`config.mk`:
```
export PLATFORM = sky130hd
export DESIGN_NAME = clock_mux_sel_ctrl
export DESIGN_NICKNAME = d
export VERILOG_FILES = /design/src/rtl/clock_mux_ctrl_pkg.sv /design/src/rtl/sync_2ff.sv /design/src/rtl/clock_mux_sel_ctrl.sv
export SDC_FILE = /design/constraint.sdc
export NUM_CORES = 1
export LEC_CHECK = 0
export ABC_AREA = 0
export BUFFER_PORTS_ARGS = -buffer_cell sky130_fd_sc_hd__buf_2
export CORE_ASPECT_RATIO = 1.4
export CORE_MARGIN = 4
export CORE_UTILIZATION = 30
export DETAILED_ROUTE_END_ITERATION = 7
export RECOVER_POWER = 100
export REMOVE_ABC_BUFFERS = 1
export SYNTH_ARGS = -nofsm -noshare
export SYNTH_HDL_FRONTEND = slang
export SYNTH_HIERARCHICAL = 1
export SYNTH_SLANG_ARGS = --single-unit
```
`constraint.sdc`:
```
create_clock -name clk -period 4.15 [get_ports clk]
set_input_delay 0.2075 -clock clk [delete_from_list [all_inputs] [get_ports clk]]
set_output_delay 0.2075 -clock clk [all_outputs]
set_load 0.01 [all_outputs]
```
`src/rtl/clock_mux_ctrl_pkg.sv`:
```
`default_nettype none
// ============================================================================
// Module      : clock_mux_ctrl_pkg
// Description : Shared types and constants for the clock mux select
//               sequencer (state encoding, counter width).
// Revision    : 1.0 - initial release
// ============================================================================
package clock_mux_ctrl_pkg;

    // Width of the gate/settle down-counter
    localparam int c_CNT_W = 8;

    // Sequencer state encoding
    typedef logic [1:0] state_t;

    localparam state_t c_ST_INIT   = 2'd0;
    localparam state_t c_ST_IDLE   = 2'd1;
    localparam state_t c_ST_GATE   = 2'd2;
    localparam state_t c_ST_SETTLE = 2'd3;

endpackage : clock_mux_ctrl_pkg
`default_nettype wire

```
`src/rtl/sync_2ff.sv`:
```
`default_nettype none
// ============================================================================
// Module      : sync_2ff
// Description : 1-bit two-flop synchronizer with a parameterised reset value.
// Revision    : 1.0 - initial release
// ============================================================================
module sync_2ff #(
    parameter logic RST_VAL = 1'b0
) (
    input  logic clk,
    input  logic rst,
    input  logic i_d,
    output logic o_q
);

    logic r_meta;
    logic r_sync;

    // Two back-to-back flops; both reset to RST_VAL so reset release is quiet
    always_ff @(posedge clk) begin
        if (rst) begin
            r_meta <= RST_VAL;
            r_sync <= RST_VAL;
        end else begin
            r_meta <= i_d;
            r_sync <= r_meta;
        end
    end

    assign o_q = r_sync;

endmodule : sync_2ff
`default_nettype wire

```
`src/rtl/clock_mux_sel_ctrl.sv`:
```
`default_nettype none
// ============================================================================
// Module      : clock_mux_sel_ctrl
// Description : Glitch-free select sequencer for a downstream clock mux.
//               Gates the muxed clock, waits GATE_CYC cycles, flips the
//               select, waits SETTLE_CYC cycles, then re-enables the clock.
// Revision    : 1.0 - initial release
// ============================================================================
module clock_mux_sel_ctrl
    import clock_mux_ctrl_pkg::*;
#(
    parameter int   GATE_CYC   = 4,
    parameter int   SETTLE_CYC = 3,
    parameter logic RST_SEL    = 1'b0
) (
    input  logic clk,
    input  logic rst,
    input  logic req_sel,
    output logic mux_sel,
    output logic clk_en,
    output logic busy,
    output logic done
);

    // Counter reload values; loads never exceed 254 so the counter cannot wrap
    localparam logic [c_CNT_W-1:0] c_GATE_LD   = c_CNT_W'(GATE_CYC - 1);
    localparam logic [c_CNT_W-1:0] c_SETTLE_LD = c_CNT_W'(SETTLE_CYC - 1);

    logic               w_req_sync;
    state_t             r_state;
    logic [c_CNT_W-1:0] r_cnt;
    logic               r_mux_sel;
    logic               r_clk_en;
    logic               r_busy;
    logic               r_done;
    logic               w_cnt_zero;

    sync_2ff #(
        .RST_VAL (RST_SEL)
    ) u_req_sync (
        .clk (clk),
        .rst (rst),
        .i_d (req_sel),
        .o_q (w_req_sync)
    );

    assign w_cnt_zero = (r_cnt == '0);

    // Sequencer FSM with its down-counter and all registered outputs
    always_ff @(posedge clk) begin
        if (rst) begin
            r_state   <= c_ST_INIT;
            r_cnt     <= c_SETTLE_LD;
            r_mux_sel <= RST_SEL;
            r_clk_en  <= 1'b0;
            r_busy    <= 1'b1;
            r_done    <= 1'b0;
        end else begin
            r_done <= 1'b0;
            case (r_state)
                c_ST_INIT: begin
                    // Post-reset settle: no done pulse on completion
                    if (w_cnt_zero) begin
                        r_state  <= c_ST_IDLE;
                        r_clk_en <= 1'b1;
                        r_busy   <= 1'b0;
                    end else begin
                        r_cnt <= r_cnt - 1'b1;
                    end
                end
                c_ST_IDLE: begin
                    if (w_req_sync != r_mux_sel) begin
                        r_state  <= c_ST_GATE;
                        r_clk_en <= 1'b0;
                        r_busy   <= 1'b1;
                        r_cnt    <= c_GATE_LD;
                    end
                end
                c_ST_GATE: begin
                    // Select flips only here, with the clock already gated
                    if (w_cnt_zero) begin
                        r_mux_sel <= ~r_mux_sel;
                        r_state   <= c_ST_SETTLE;
                        r_cnt     <= c_SETTLE_LD;
                    end else begin
                        r_cnt <= r_cnt - 1'b1;
                    end
                end
                c_ST_SETTLE: begin
                    if (w_cnt_zero) begin
                        r_state  <= c_ST_IDLE;
                        r_clk_en <= 1'b1;
                        r_busy   <= 1'b0;
                        r_done   <= 1'b1;
                    end else begin
                        r_cnt <= r_cnt - 1'b1;
                    end
                end
                default: begin
                    r_state  <= c_ST_INIT;
                    r_cnt    <= c_SETTLE_LD;
                    r_clk_en <= 1'b0;
                    r_busy   <= 1'b1;
                end
            endcase
        end
    end

    assign mux_sel = r_mux_sel;
    assign clk_en  = r_clk_en;
    assign busy    = r_busy;
    assign done    = r_done;

endmodule : clock_mux_sel_ctrl
`default_nettype wire

```
* Yosys cells after proc, flatten, opt, wreduce, memory -nomap -nowiden
Index checks and enable logic that the tools add are counted.
** Storage, ports and cells
- Register bits :: 16
- Input bits :: 3
- Output and inout port bits :: 4
- Word-level logic and storage cells :: 43
** Operators by class
- Add/subtract/negate cells :: 1
- Equal/unequal tests :: 8
- Muxes and demuxes :: 15
- Bitwise logic cells :: 2
- Reduce and logical (&&, ||, !) cells :: 9
** Operators with widths (number)
- two-way mux 8 bit :: 3
- one-hot mux 8 bit (3 select lines) :: 1
- zero test 8 bit :: 1
- subtractor 8 x 1 -> 8 bit (second input constant) :: 1
- two-way mux 2 bit :: 3
- inequality test 2 bit (second input constant) :: 3
- one-hot mux 2 bit (3 select lines) :: 1
- AND reduction 3 bit :: 2
- two-way mux 1 bit :: 5
- equality test 2 bit (second input constant) :: 2
- one-hot mux 1 bit (2 select lines) :: 2
- AND reduction 2 bit :: 2
- OR reduction 2 bit :: 2
- equality test 2 x 1 -> 1 bit (second input constant) :: 1
- zero test 2 bit :: 1
- inequality test 2 x 1 -> 1 bit (second input constant) :: 1
- NOT 1 bit :: 2
- nonzero test 2 bit :: 1
- inequality test 1 bit :: 1

* Depth between registers and ports, before layout
- Depth after elaboration :: 4
- Gate-level depth with buffers :: 7
- Mapped depth without buffers :: 6

* Hierarchy
The synthesis kept the hierarchy.
** By module, submodules not included
- clock_mux_sel_ctrl :: times used 1, cells an instance 94, area each 850.8 um2, seq. area each 280.3 um2
- sync_2ff :: times used 1, cells an instance 4, area each 52.6 um2, seq. area each 40.0 um2

* Least setup slack after synthesis
No wires, ideal clock.
- Path kind :: reg-to-reg
- Start :: reg r_state[0]
- End :: reg r_cnt[7]
- Library setup time :: 75 ps
- Data arrival time :: 1710 ps
- Data required time :: 4075 ps
- Path slack :: 2365 ps
- Cell stages (with the launch flop) :: 7
- Path buffers :: 0
- Clock period less this slack :: 1785 ps
- Cells stage by stage :: dfxtp_1 -> inv_1 -> ha_1 -> and4bb_2 -> nor2_1 -> or4b_1 -> a22oi_2
** Between the ends
- Word-level cells in the longest chain between the ends :: 4
- Elaborated cells between the ends (all ways) :: 9
** RTL lines
- start: declaration :: RTL line clock_mux_sel_ctrl.sv:30 : state_t r_state;
- start signal: assignment :: RTL line clock_mux_sel_ctrl.sv:52 : r_state <= c_ST_INIT;
- start signal: assignment :: RTL line clock_mux_sel_ctrl.sv:64 : r_state <= c_ST_IDLE;
- start signal: assignment :: RTL line clock_mux_sel_ctrl.sv:73 : r_state <= c_ST_GATE;
- equality test 2 bit / zero test 2 bit (equally long branches) :: RTL line clock_mux_sel_ctrl.sv:60 : case (r_state)
- OR reduction 2 bit (no line)
- inequality test 2 bit (no line)
- AND reduction 2 bit (no line)
- end signal: assignment :: RTL line clock_mux_sel_ctrl.sv:53 : r_cnt <= c_SETTLE_LD;
- end signal: assignment :: RTL line clock_mux_sel_ctrl.sv:68 : r_cnt <= r_cnt - 1'b1;
- end signal: assignment :: RTL line clock_mux_sel_ctrl.sv:76 : r_cnt <= c_GATE_LD;
- end: declaration :: RTL line clock_mux_sel_ctrl.sv:31 : logic [c_CNT_W-1:0] r_cnt;
Several ways; a longest one is shown, not always the timed one.
A chain may end at the register's enable or synchronous reset.

* Worst setup path after layout
- Start :: reg r_cnt[0]
- End :: reg r_cnt[6]
** Between the ends
- Word-level cells in the longest chain between the ends :: 3
- Elaborated cells between the ends (all ways) :: 7
** RTL lines (RTL line)
- subtractor 8 x 1 -> 8 bit / zero test 8 bit (equally long branches)
- two-way mux 8 bit (tied with other cells) :: clock_mux_sel_ctrl.sv:63, clock_mux_sel_ctrl.sv:90
- one-hot mux 8 bit (3 select lines) / AND reduction 2 bit (equally long branches)
Several ways; a longest one is shown, not always the timed one. The select of a mux whose other input is x is not followed.

==> out/results.tsv <==
stage	metric	value	unit
drt	drc_errors	0	
finish	area_growth	9.83	%
finish	multi_input_area	509	µm²
worst_setup_path	cp_slowest_cell	nor3b_1	
global_routing	grt_start_max_net_pins	10	
finish	regArea	320	µm²
pwr	internal_power	0.461	mW
clock_network	cts_root_buf	clkbuf_8	
pwr	combinationalPowerShare	0.513	
synth	synth_cell_types	35	
global_routing	grt_pass1_vias	809	
clock_network	path_clk_slew	0.06	ns
worst_setup_path	rr_startpoint	r_cnt[0]	
worst_setup_path	worstPathRequired	4.33	ns
worst_setup_path	cp_max_fo	6	
finish	diodes	0	
min_path	hp-start	req_sel	
global_routing	antenna_found_initial	0	
die	die_x	54.4	µm
worst_setup_path	path_buf_inv	1	
finish	drive_above_1_share	0.0841	
synth	synthMuxAreaShare	0.0111	
sta	period_needed	2.12	ns
clock_network	cts_setup_buffers	0	
drt	vias	776	
die	die_area	0.00397	mm²
worst_setup_path	path_cells	inv_1, ha_1, nor3b_1, nand2_2, or3_1, a22oi_1	
min_path	hold_path_class	in -> reg	
finish	postLayoutCoreUtil	0.345	
sta	post-route-period-util	0.510	
worst_setup_path	endpoint_kind	flip-flop	
synth	synth_seq_cells	16	
pwr	power.share.clock	0.170	
sta	fin_skew	0.00102	ns
clock_network	htree_levels	1	
die	ioPinCount	7	
synth	ys_async_sr_fraction	0	
global_routing	grt_use_met3	0.0245	
synth	netlist_area	903	µm²
job	drv_cap	0	
synth	synth_area_leader_cell	dfxtp_1	
clock_network	cts_buffers	3	
drt	post_drt_wl_per_cell	13.8	µm
global_routing	grt-busiest-layer	met2	
sta	setup_viol	0	
clock_network	clock-sinks	16	
pwr	seqPwrFrac	0.317	
sta	finalMaxSlewViolations	0	
sta	setup_tns	0	ns
sta	max_slew_margin	0.541	
worst_setup_path	startpoint	r_cnt[0]	
worst_setup_path	cp.arrival	2.30	ns
worst_setup_path	cp-start-kind	flip-flop	
die	coreArea	0.00288	mm²
drt	ant_nets	0	
synth	synth_top_family_by_area	compound AO/OA/AOI/OAI gates	
pwr	p_leak	0.402	nW
synth	synth_compound_area_frac	0.291	
global_routing	grt_usage	0.123	
synth	synthTopCellsByCount	dfxtp_1, inv_1, a21oi_1, nor2_1, o21ai_0	
finish	postLayoutCellArea	992	µm²
die	rows	23	
clock_network	cts_resized	0	
sta	fmax	473	MHz
sta	tightest_slew	0.686	ns
synth	yosys-top-cells-area	dfxtp_1, ha_1, a22oi_2	
global_routing	met1_usage	0.144	
drt	viasPerCell	5.39	
global_routing	grt_first_pass_wirelength	3.55	mm
synth	syn_area_per_cell	9.22	µm²
synth	synthFlopType	dfxtp_1	
drt	drtIter0Drc	19	
clock_network	cts_max_path_buffers	2	
worst_setup_path	cp_slowest_stage_delay	0.58	ns
sta	hold_violations	0	
placement	portBuffers	6	
synth	yosysSeqAreaShare	0.355	
pwr	switching_power	0.383	mW
finish	stdcell_count	144	
synth	synth.top_cell.area_share	0.355	
placement	post_dp_cell_area	968	µm²
placement	hpwl	1.47	mm
synth	synthSimpleGateAreaFrac	0.177	
clock_network	cts_tree	done	
pwr	switching_share	0.454	
global_routing	grt_use_met2	0.186	
clock_network	hold_buffers	0	
status	status	finished clean	
die	die_h	72.9	µm
clock_network	clkLatencyLatePin	0.26	ns
placement	dpl.cell_count	140	
worst_setup_path	crit_family	simple AND/OR/NAND/NOR gates	
drt	wirelength	1.99	mm
finish	fillers	315	
placement	gp_congestion	0.825	
worst_setup_path	crit_type	reg -> reg	
finish	fin_nets	117	
die	initial_core_util	0.314	
pwr	power_density	851	mW/mm²
synth	synth.most_common_cell	dfxtp_1	
synth	synth_edf_count	0	
sta	rsz0062_at_grt	no	
global_routing	grt_overflow	0	
drt	first_pass_iters	4	
pwr	irDropWorstVdd	0.323	mV
synth	synthCells	98	
synth	synth_fa_ha_area_frac	0.0831	
synth	synth-xor-area-share	0.0291	
synth	yosys_warnings	6	
-- state kept, by name, indices dropped and copies added, names as in the netlist --
name,flops
u_req_sync/r_meta,1
r_cnt,8
r_state,2
clk_en,1
mux_sel,1
u_req_sync/o_q,1
busy,1
done,1
-- through the flow --
step                      hold WS (ns)  setup WS, ns  power, mW
after floorplan                  0.277          2.36      0.616
after global placement           0.419          2.19      0.712
after detailed placement         0.426          2.21      0.722
after CTS                        0.169          2.18      0.869
after global routing             0.204          1.82      0.922
final                            0.166          2.03      0.844
-- final cells by class --
class / instances / share of cell area
inverters: 10 / 0.0378
well taps: 37 / 0.0467
repair buffers: 6 / 0.0240
flip-flops and latches: 16 / 0.323
clock buffers: 4 / 0.0555
multi-input cells: 71 / 0.513
-- cells in the final DEF, fill, tap and decap left out, types with 3 or more instances in the layout --
cell,n
nor2_1,8
clkbuf_8,4
a22oi_1,5
o21ai_0,8
ha_1,6
clkbuf_1,5
nand2_1,3
a21oi_1,8
inv_1,10
dfxtp_1,16
-- power by group through the flow --
| stage | sequential (mW) | clock [mW] | combinational [mW] |
|---|---|---|---|
| 3_3_place_gp | 0.267 | 0 | 0.445 |
| 2_1_floorplan | 0.261 | 0 | 0.355 |
| 5_1_grt | 0.277 | 0.151 | 0.494 |
| 6_report | 0.267 | 0.144 | 0.433 |
| 3_5_place_dp | 0.271 | 0 | 0.450 |
| 4_1_cts | 0.268 | 0.147 | 0.453 |
-- logic make-up after synthesis --
logic type,after synthesis
xor+xnor,3
compound gates,36
fa+ha+maj,6
buf+inv,11
mux,1
flops,16
simple gates,25
-- path summary, 6_finish.rpt --
kind                  endpoint  slack (ns)  cells after the start
max                   r_cnt[6]        2.03                      6
min          u_req_sync/r_meta        0.17                      2
max reg2reg           r_cnt[6]        2.03                      6
min reg2reg     u_req_sync/o_q        0.44                      1
-- layer usage --
metal | share of wire | wire length, µm | vias to the layer above
met1 | 0.44 | 883 | 368
met4 | 0.061 | 122 | 0
li1 | - | - | 379
met5 | 0 | 0 | -
met3 | 0.031 | 62 | 13
met2 | 0.46 | 918 | 16
Note: power is estimated with default switching activity, not from simulation.
